## config.mk

```make
export PLATFORM = sky130hd
export DESIGN_NAME = counter_run_ctrl
export DESIGN_NICKNAME = d
export VERILOG_FILES = /design/src/rtl/counter_run_ctrl.sv
export SDC_FILE = /design/constraint.sdc
export NUM_CORES = 1
export LEC_CHECK = 0
export CAP_MARGIN = 40
export CORE_MARGIN = 3
export CORE_UTILIZATION = 48
export DETAILED_ROUTE_END_ITERATION = 10
export PLACE_DENSITY = 0.81
export SYNTH_ARGS = -nofsm -noshare
export SYNTH_HDL_FRONTEND = slang
export SYNTH_SLANG_ARGS = --single-unit
```

## constraint.sdc

```tcl
create_clock -name clk -period 3 [get_ports clk]
set_input_delay 0.6 -clock clk [delete_from_list [all_inputs] [get_ports clk]]
set_output_delay 0.6 -clock clk [all_outputs]
set_load 0.02 [all_outputs]
```

## src/rtl/counter_run_ctrl.sv

```systemverilog
// Sequencing controller for a WIDTH-bit up-counter: launch, pause/resume, abort,
// terminal-count detect with a one-cycle done pulse, one-shot or auto-reload.
module counter_run_ctrl #(
    parameter int WIDTH = 4
) (
    input  logic             clk,
    input  logic             rst,
    input  logic             start,
    input  logic             stop,
    input  logic             abort,
    input  logic             auto_reload,
    input  logic [WIDTH-1:0] term_val,
    output logic [WIDTH-1:0] count,
    output logic             busy,
    output logic             paused,
    output logic             done,
    output logic [1:0]       state
);

    typedef enum logic [1:0] {
        IDLE  = 2'd0,
        RUN   = 2'd1,
        PAUSE = 2'd2,
        DONE  = 2'd3
    } state_t;

    state_t           st;
    logic [WIDTH-1:0] cnt;
    logic [WIDTH-1:0] term_reg;
    logic             reload_reg;
    logic             done_r;

    always_ff @(posedge clk) begin
        if (rst) begin
            st         <= IDLE;
            cnt        <= '0;
            term_reg   <= '0;
            reload_reg <= 1'b0;
            done_r     <= 1'b0;
        end else begin
            done_r <= 1'b0;
            if (abort) begin
                st  <= IDLE;
                cnt <= '0;
            end else begin
                unique case (st)
                    IDLE, DONE: begin
                        if (start) begin
                            term_reg   <= term_val;
                            reload_reg <= auto_reload;
                            cnt        <= '0;
                            st         <= RUN;
                        end
                    end
                    RUN: begin
                        // Terminal event outranks stop; start is ignored mid-run.
                        if (cnt == term_reg) begin
                            done_r <= 1'b1;
                            if (reload_reg) begin
                                cnt <= '0;
                            end else begin
                                st <= DONE;
                            end
                        end else if (stop) begin
                            st <= PAUSE;
                        end else begin
                            cnt <= cnt + 1'b1;
                        end
                    end
                    PAUSE: begin
                        if (start && !stop) begin
                            st <= RUN;
                        end
                    end
                    default: st <= IDLE;
                endcase
            end
        end
    end

    assign count  = cnt;
    assign done   = done_r;
    assign state  = st;
    assign busy   = (st == RUN) || (st == PAUSE);
    assign paused = (st == PAUSE);

endmodule

```

==> reports/metrics.cfg <==
[run_status]
status=completed

[route]
drc=0
via_per_inst=5.34
routed_wl_microns=1290
drtAntennaViolNets=0
drtIter0Drc=6
first_pass_iters=4
dr_total_vias=566
wl_per_cell_microns=12.2

[clock_tree]
cts_root_buf=clkbuf_4
cts_sinks=12
cts_tree=done
clkTransAtPathRegs_ns=0.07
cts_resized=0
clock_latency_ns=0.27
cts_buffers=3
htree_levels=1
clk_path_buf_depth=2
ctsHoldBuffers=0
postCtsSetupBuffers=0

[global_route]
grtUsageMet3=0.0763
grt_pass1_wl_microns=2300
first_global_vias=534
antenna_found_initial=0
grt_use_total=0.163
globalRouteMet1Util=0.202
grt_max_degree=10
grt_use_met2=0.249
overflow=0
busiest_layer=met2

[sta]
final_max_slew_viol_count=0
skew_ns=0.00622
setup-tns-final_ns=0
max_freq_mhz=428
hold-worst-slack_ns=0.516
slew_headroom=0.663
hold_violations=0
fin_crit_ns=2.33
worst-slew-pin-transition_ns=0.502
setup_viol_count_final=0
grt_setup_unrepaired=false
period_share=0.778

[synthesis]
syn-num-nets=83
synth_flop_cell=dfxtp_1
netlist_instances=70
yosysTopAreaCell=dfxtp_1
yosysMostFrequentCell=dfxtp_1
synth-edff-count=0
ys_warn_count=0
yosysSeqAreaShare=0.369
ys_top_cells_by_count=dfxtp_1 (12), nand2_1 (7), nor2_1 (7)
yosys-top-cells-area=dfxtp_1 (37%), mux2i_1 (9.2%), ha_1 (5.8%)
synthesis.area_sq_um=652
synth.avg_cell_area_sq_um=9.31
synth-async-reset-ratio=0
synth_cell_types=27
ys_seq_elements=12
synth_top_area_frac=0.369

[place]
dp_cells=102
place_congestion=0.781
dp.final_hpwl_microns=1030
portBuffers=18

[power]
power.leakage_nw=0.414
powerDensity_nw_per_um2=426
ir_worst_vdd_mv=0.365

[floorplan]
die_x_microns=42.9
dieArea_sq_um=1840
die_y_microns=42.9
rows=12
top_level_ports=19
initial_core_util=0.550
core_area_sq_um=1190

[worst_setup_path]
crit_required_ns=2.40
critPathMaxFanout=4
end_kind=primary output
start_kind=flip-flop
reg2reg_slack_ns=0.89
arrival_ns=1.73
crit_type=flip-flop to primary output

[finish]
regArea_sq_um=240
area_growth_pct=35.9
insertedDiodeCount=0
layout-drive-gt1-share=0.0978
finalNonFillerCells=106
multi_input_area_sq_um=389
nFillCells=82
fin_util=0.747
fin_nets=106

[min_path]
hp-class=flip-flop to flip-flop

[job]
drv_cap=0

[stage by stage]
stage / instance area, sq um / total power, mW / setup slack, ns
2_1_floorplan: 652 / 0.224 / 0.917
3_3_place_gp: 850 / 0.254 / 0.563
3_5_place_dp: 850 / 0.256 / 0.504
4_1_cts: 886 / 0.382 / 0.653
5_1_grt: 886 / 0.402 / 0.560
6_report: 886 / 0.378 / 0.666
[logic make-up (layout without fill, tap and decap cells)]
| logic type | count (synthesis) | in the layout | synth area share |
|---|---|---|---|
| AND/OR/NAND/NOR | 24 | 24 | 0.211 |
| AO/OA/AOI/OAI | 13 | 13 | 0.148 |
| flip-flops | 12 | 12 | 0.369 |
| multiplexers | 8 | 8 | 0.127 |
| buffers and inverters | 6 | 28 | 0.0345 |
| XOR/XNOR | 4 | 4 | 0.0537 |
| adder cells (fa/ha/maj) | 3 | 3 | 0.0576 |
[report_power, final]
| part | switching (mW) | internal, mW | total (mW) |
|---|---|---|---|
| combinational | 0.0406 | 0.0417 | 0.0823 |
| clock | 0.0520 | 0.0737 | 0.126 |
| sequential | 0.00464 | 0.165 | 0.170 |
[metal layers]
metal,vias up,part of all wire
li1,296,-
met1,251,0.46
met3,2,0.065
met2,17,0.47
met5,-,0
met4,0,0.0078
[cells in the final DEF, fill, tap and decap left out, drive strengths merged]
cell type      Yosys  layout
a2111oi            1       1
a211o              1       1
a21boi             1       1
a21oi              1       1
a22o               1       1
a41o               1       1
and2               1       1
and3               1       1
clkbuf             0       4
clkdlybuf4s50      0      18
dfxtp             12      12
ha                 3       3
inv                6       6
mux2               2       2
mux2i              6       6
nand2              7       7
nand3              2       2
nand3b             1       1
nor2               7       7
nor2b              1       1
nor3b              1       1
nor4               1       1
nor4b              1       1
o21ai              4       4
o31a               1       1
o32ai              1       1
o41ai              1       1
or4                1       1
xor2               4       4
[worst max-delay path: stages (launching register included)]
cell             delay [ns]
dfxtp_1                0.38
inv_1                  0.06
ha_1                   0.34
inv_1                  0.08
clkdlybuf4s50_1        0.60
[final cells by class]
type                    instances  share of cell area
repair buffers                 18               0.203
clock buffers                   4              0.0410
well taps                      14              0.0198
flip-flops and latches         12               0.271
multi-input cells              52               0.439
inverters                       6              0.0254
[worst paths after layout]
| kind | to | from | depth (start not counted) |
|---|---|---|---|
| worst max register to register | count[2] | count[2] | 5 |
| worst min register to register | term_reg[3] | term_reg[3] | 2 |
| worst max-delay path | busy | state[0] | 4 |
| worst min-delay path | term_reg[3] | term_reg[3] | 2 |
(Power assumes the default switching activity.)
